[src/rtl/alu_pkg.sv]
// alu_pkg: opcode and ALU control codes shared by the issue stage and the ALU
package alu_pkg;
  localparam logic [3:0] OP_R    = 4'b0000;
  localparam logic [3:0] OP_ADDI = 4'b0001;
  localparam logic [3:0] OP_ANDI = 4'b0010;
  localparam logic [3:0] OP_ORI  = 4'b0011;
  localparam logic [3:0] OP_SLTI = 4'b0100;
  localparam logic [3:0] OP_SLLI = 4'b0101;
  localparam logic [3:0] OP_SRLI = 4'b0110;
  localparam logic [3:0] OP_BEQ  = 4'b0111;
  localparam logic [3:0] OP_BNE  = 4'b1000;
  localparam logic [2:0] ALU_CTRL_ADD = 3'b000;
  localparam logic [2:0] ALU_CTRL_SUB = 3'b001;
  localparam logic [2:0] ALU_CTRL_NOT = 3'b010;
  localparam logic [2:0] ALU_CTRL_SLL = 3'b011;
  localparam logic [2:0] ALU_CTRL_SRL = 3'b100;
  localparam logic [2:0] ALU_CTRL_AND = 3'b101;
  localparam logic [2:0] ALU_CTRL_OR  = 3'b110;
  localparam logic [2:0] ALU_CTRL_SLT = 3'b111;
endpackage

[src/rtl/alu_op_decode.sv]
// alu_op_decode: instruction -> ALU control, immediate, destination and branch/illegal flags
module alu_op_decode
  import alu_pkg::*;
#(
  parameter int DATA_W     = 16,
  parameter int REG_ADDR_W = 3
) (
  input  logic [15:0]           instr,
  output logic [2:0]            ctrl,
  output logic                  use_imm,
  output logic [DATA_W-1:0]     imm,
  output logic                  wr_en,
  output logic [REG_ADDR_W-1:0] dest,
  output logic                  branch,
  output logic                  bne,
  output logic                  illegal
);
  logic [3:0] op;
  logic       unused_rs;
  assign op        = instr[15:12];
  assign unused_rs = ^instr[11:9];
  // Table decode; immediate ops default to zero-extended imm6 and rt as destination
  always_comb begin
    ctrl    = ALU_CTRL_ADD;
    use_imm = 1'b1;
    imm     = {{(DATA_W-6){1'b0}}, instr[5:0]};
    wr_en   = 1'b1;
    dest    = instr[6 +: REG_ADDR_W];
    branch  = 1'b0;
    bne     = 1'b0;
    illegal = 1'b0;
    case (op)
      OP_R: begin
        ctrl    = instr[2:0];
        use_imm = 1'b0;
        dest    = instr[3 +: REG_ADDR_W];
      end
      OP_ADDI: imm = {{(DATA_W-6){instr[5]}}, instr[5:0]};
      OP_ANDI: ctrl = ALU_CTRL_AND;
      OP_ORI:  ctrl = ALU_CTRL_OR;
      OP_SLTI: begin
        ctrl = ALU_CTRL_SLT;
        imm  = {{(DATA_W-6){instr[5]}}, instr[5:0]};
      end
      OP_SLLI: begin
        ctrl = ALU_CTRL_SLL;
        imm  = {{(DATA_W-4){1'b0}}, instr[3:0]};
      end
      OP_SRLI: begin
        ctrl = ALU_CTRL_SRL;
        imm  = {{(DATA_W-4){1'b0}}, instr[3:0]};
      end
      OP_BEQ, OP_BNE: begin
        ctrl    = ALU_CTRL_SUB;
        use_imm = 1'b0;
        wr_en   = 1'b0;
        branch  = 1'b1;
        bne     = (op == OP_BNE);
      end
      default: begin
        use_imm = 1'b0;
        wr_en   = 1'b0;
        illegal = 1'b1;
      end
    endcase
  end
endmodule

[src/rtl/alu_issue_stage.sv]
// alu_issue_stage: registered issue (E) stage driving the ALU and result (R) stage capturing it
module alu_issue_stage
  import alu_pkg::*;
#(
  parameter int DATA_W     = 16,
  parameter int REG_ADDR_W = 3
) (
  input  logic                  clk,
  input  logic                  rst_n,
  input  logic                  in_valid,
  output logic                  in_ready,
  input  logic [15:0]           instr,
  input  logic [DATA_W-1:0]     rs_data,
  input  logic [DATA_W-1:0]     rt_data,
  input  logic                  flush,
  output logic [DATA_W-1:0]     alu_in1,
  output logic [DATA_W-1:0]     alu_in2,
  output logic [2:0]            alu_control,
  input  logic [DATA_W-1:0]     alu_out,
  input  logic                  alu_zero,
  output logic                  res_valid,
  input  logic                  res_ready,
  output logic [DATA_W-1:0]     res_data,
  output logic                  res_wr_en,
  output logic [REG_ADDR_W-1:0] res_wr_addr,
  output logic                  res_branch,
  output logic                  res_taken,
  output logic                  res_illegal
);
  logic                  e_valid, e_wr_en, e_branch, e_bne, e_illegal;
  logic [REG_ADDR_W-1:0] e_dest;
  logic [2:0]            d_ctrl;
  logic                  d_use_imm, d_wr_en, d_branch, d_bne, d_illegal;
  logic [DATA_W-1:0]     d_imm;
  logic [REG_ADDR_W-1:0] d_dest;
  logic                  r_adv, accept, move;

  alu_op_decode #(.DATA_W(DATA_W), .REG_ADDR_W(REG_ADDR_W)) u_dec (
    .instr   (instr),
    .ctrl    (d_ctrl),
    .use_imm (d_use_imm),
    .imm     (d_imm),
    .wr_en   (d_wr_en),
    .dest    (d_dest),
    .branch  (d_branch),
    .bne     (d_bne),
    .illegal (d_illegal)
  );

  // Handshake: R frees when empty or drained; flush blocks acceptance and stops the E->R move
  always_comb begin
    r_adv    = ~res_valid | res_ready;
    in_ready = ~flush & (~e_valid | r_adv);
    accept   = in_valid & in_ready;
    move     = e_valid & r_adv & ~flush;
  end

  // E stage: operands and sideband load only on accept, so the ALU inputs stay stable while stalled
  always_ff @(posedge clk or negedge rst_n) begin
    if (!rst_n) begin
      e_valid     <= 1'b0;
      alu_in1     <= '0;
      alu_in2     <= '0;
      alu_control <= ALU_CTRL_ADD;
      e_wr_en     <= 1'b0;
      e_dest      <= '0;
      e_branch    <= 1'b0;
      e_bne       <= 1'b0;
      e_illegal   <= 1'b0;
    end else begin
      e_valid <= accept | (e_valid & ~r_adv & ~flush);
      if (accept) begin
        alu_in1     <= rs_data;
        alu_in2     <= d_use_imm ? d_imm : rt_data;
        alu_control <= d_ctrl;
        e_wr_en     <= d_wr_en;
        e_dest      <= d_dest;
        e_branch    <= d_branch;
        e_bne       <= d_bne;
        e_illegal   <= d_illegal;
      end
    end
  end

  // R stage: capture the ALU's combinational result when the E entry advances
  always_ff @(posedge clk or negedge rst_n) begin
    if (!rst_n) begin
      res_valid   <= 1'b0;
      res_data    <= '0;
      res_wr_en   <= 1'b0;
      res_wr_addr <= '0;
      res_branch  <= 1'b0;
      res_taken   <= 1'b0;
      res_illegal <= 1'b0;
    end else if (move) begin
      res_valid   <= 1'b1;
      res_data    <= alu_out;
      res_wr_en   <= e_wr_en;
      res_wr_addr <= e_dest;
      res_branch  <= e_branch;
      res_taken   <= e_branch & (alu_zero ^ e_bne);
      res_illegal <= e_illegal;
    end else if (res_ready) begin
      res_valid <= 1'b0;
    end
  end
endmodule

[config.mk]
export PLATFORM = sky130hd
export DESIGN_NAME = alu_issue_stage
export DESIGN_NICKNAME = d
export VERILOG_FILES = /design/src/rtl/alu_pkg.sv /design/src/rtl/alu_op_decode.sv /design/src/rtl/alu_issue_stage.sv
export SDC_FILE = /design/constraint.sdc
export NUM_CORES = 1
export LEC_CHECK = 0
export CAP_MARGIN = 20
export CORE_MARGIN = 2
export CORE_UTILIZATION = 45
export CTS_CLUSTER_SIZE = 25
export DETAILED_ROUTE_END_ITERATION = 16
export PLACE_DENSITY_LB_ADDON = 0.08
export SETUP_SLACK_MARGIN = 0.05
export SLEW_MARGIN = 5
export SYNTH_ARGS = -nofsm -noshare
export SYNTH_HDL_FRONTEND = slang
export SYNTH_SLANG_ARGS = --single-unit
[constraint.sdc]
create_clock -name clk -period 2.2 [get_ports clk]
set_input_delay 0.44 -clock clk [delete_from_list [all_inputs] [get_ports clk]]
set_output_delay 0.44 -clock clk [all_outputs]
set_load 0.01 [all_outputs]
==> flow_summary.ini, run 1 <==
[status]
status = complete, no violations

[clock_network]
clk_pin_slew_ns = 0.07
cts-buffers-inserted = 9
tritoncts = done
cts_sinks = 67
clock_latency_ns = 0.33
cts-root-buf = clkbuf_8
clk_path_buf_depth = 2
cts.repair.resized = 1
cts_max_level = 3
hold_buffers = 0
post_cts_buffers = 0

[floorplan]
die_width_um = 84.9
fp.coreArea_um2 = 6350
rows = 29
num_io_pins = 130
die-area_um2 = 7210
start_util = 0.464
die_y_um = 84.9

[global_routing]
grt.met3_usage = 0.0554
antenna_found_initial = 0
grt_pass1_wl_mm = 11.9
grt_max_degree = 32
grt_pass1_vias = 2534
grt_overflow = 0
top_usage_layer = met2
grt_util_met1 = 0.266
met2_usage = 0.351
grt.total_usage = 0.209

[yosys]
syn_area_per_cell_um2 = 10.3
ys_types = 34
synthTopCellsByArea = dfrtp_1, nand2_1, mux2_2, o21ai_0, a21oi_1
synthDominantCellAreaShare = 0.569
synthesis.area_um2 = 2950
synth_warnings = 0
synth_seq_cells = 67
synth-seq-area-share = 0.569
syn-num-nets = 357
yosys.area.top_type = dfrtp_1
syn_inst = 287

[timing]
finalHoldViolCount = 0
skew_ns = 0.00488
worstMarginPinSlew_ns = 0.581
rsz0062_at_grt = false
maxSlewHeadroom = 0.613
fin_crit_sh = 0.851
fmax_mhz = 534
finalSetupViolCount = 0
fin_setup_tns_ns = 0
slew_viol_final = 0
min_period_ns = 1.87

[power_and_ir_drop]
leakagePower_nw = 2.03
p_per_area_nw_per_um2 = 840
max-vdd-ir-drop_v = 0.000584

[detailed_routing]
routed_via_density = 5.03
drtIter0Drc = 93
firstDrtPassIters = 4
routedWlPerCell_um = 14.4
antenna_left = 0
dr_total_vias = 2550
drc = 0
routed_wl_mm = 7.29

[setup_path]
critPathLaunchType = input port
path_class = in2out
arrival_ns = 1.43
worst_ep_required_time_ns = 1.76
slowest_stage = clkdlybuf4s50_1
crit_chain = clkdlybuf4s50_1 -> nor2b_4 -> a21oi_1 -> dlygate4sd2_1
cpPeakStageDelay_ns = 0.51
worstSetupEndpointType = output port
cp_max_fo = 4

[cells_and_area]
postLayoutCellArea_um2 = 4650
syn_to_final_growth_pct = 57.9
final_nets = 495
drive_gt1_frac = 0.156
n_antenna_cell = 0

[place]
place_congestion = 0.835
hpwl_mm = 5.20
port_buffers = 126
placed_area_um2 = 4380

[job]
max_cap_violations = 0

[worst_hold_path]
hold_path_class = in2async
state kept, by name, indices dropped and copies added, names as in the netlist, 3 cells and up:
register and flops:
alu_in2 16, e_dest 3, alu_control 3, alu_in1 16
res_wr_addr 3, res_data 16
routing by layer:
metal / wire (µm) / up-vias
li1: - / 1255
met1: 3170 / 1198
met2: 3620 / 93
met3: 459 / 4
met4: 39 / 0
met5: 0 / -
cells by family (layout without fill, tap and decap cells):
| family | after synthesis | after routing | synth area share |
|---|---|---|---|
| simple gates | 120 | 120 | 0.177 |
| flops | 67 | 67 | 0.569 |
| compound gates | 53 | 53 | 0.116 |
| mux | 26 | 26 | 0.0980 |
| buf+inv | 19 | 162 | 0.0340 |
| xor+xnor | 2 | 2 | 0.00594 |
worst paths after layout:
path,startpoint,to,slack (ns),cells after the start
max reg2reg,res_valid$_DFFE_PN0P_,alu_in1[12]$_DFFE_PN0P_,0.52,6
max in group asynchronous,rst_n,alu_in1[12]$_DFFE_PN0P_,1.56,2
max,res_ready,in_ready,0.33,4
min in group clk,alu_control[0]$_DFFE_PN0P_,alu_control[0]$_DFFE_PN0P_,0.48,2
min reg2reg,alu_control[0]$_DFFE_PN0P_,alu_control[0]$_DFFE_PN0P_,0.48,2
min,rst_n,res_data[10]$_DFFE_PN0P_,0.1,1
worst max-delay path, delay by kind of cell:
family	cells	cell delay, ns
buffers and inverters	2	0.80
AO/OA/AOI/OAI	1	0.14
AND/OR/NAND/NOR	1	0.06
layout make-up:
class / instances / area, µm²
clock buffer: 10 / 138
clock inverter: 6 / 136
fill: 468 / 1700
inverter: 2 / 7.51
multi-input combinational: 201 / 1170
sequential: 67 / 1680
tap: 77 / 96.3
timing repair buffer: 144 / 1430
cell usage after synthesis:
master    instances
inv_1             2
nor2b_1           5
nor2_1           17
nor3_1            4
a211o_1           1
mux2i_1           3
o31ai_1           2
buf_2            11
buf_6             2
buf_1             2
mux2_2           23
nand3_1           4
a31oi_2           1
a31oi_1           2
o41ai_2           1
xnor2_1           1
nand2b_1          5
or3_4             1
clkbuf_1          2
dfrtp_1          67
or2_2             1
nand2_1          78
o22ai_1           4
a221oi_1          1
nand4b_1          1
xor2_1            1
o21ai_0          19
a22oi_1           1
o32a_1            4
nor2b_4           1
a211oi_4          1
a21oi_1          16
nor2_4            1
nor2_2            2
cells in the final DEF, fill, tap and decap left out, types with 2 or more instances in the layout:
master and n:
nor3_1 4, o22ai_1 4, o32a_1 4, nor2b_1 5, a21oi_1 16, o21ai_0 19, buf_4 15, clkdlybuf4s50_1 124
mux2_2 23, nor2_2 2, nor2_1 17, clkbuf_8 10, dfrtp_1 67, nand2_1 78, o31ai_1 2, bufinv_16 4
inv_1 2, mux2i_1 3, nand3_1 4, buf_12 3, nand2b_1 5, a31oi_1 2
where the power goes:
group,switching (mW),internal [mW],total [mW]
clock,0.478,0.901,1.38
combinational,0.389,0.599,0.988
sequential,0.107,1.44,1.54
total,0.974,2.94,3.91
stage by stage:
step                      std cells  total power, mW  hold WS (ns)   util  setup slack (ns)
after global placement          491             2.54         0.451  0.690            0.0352
after detailed placement        491             2.56         0.456  0.690           0.00451
after global routing            507             4.10         0.123  0.733             0.270
after floorplan                 287             1.94         0.144      -             0.659
final                           507             3.91        0.0983  0.733             0.328
after CTS                       507             3.96        0.0935  0.733             0.323
Note: power is estimated with default switching activity, not from simulation.
==> run 2, diff against run 1 <==
Settings changed: CAP_MARGIN 20 to not set.
==> results of run 2 <==
Same layout as run 1: the final DEF is identical, and so are final timing and power.
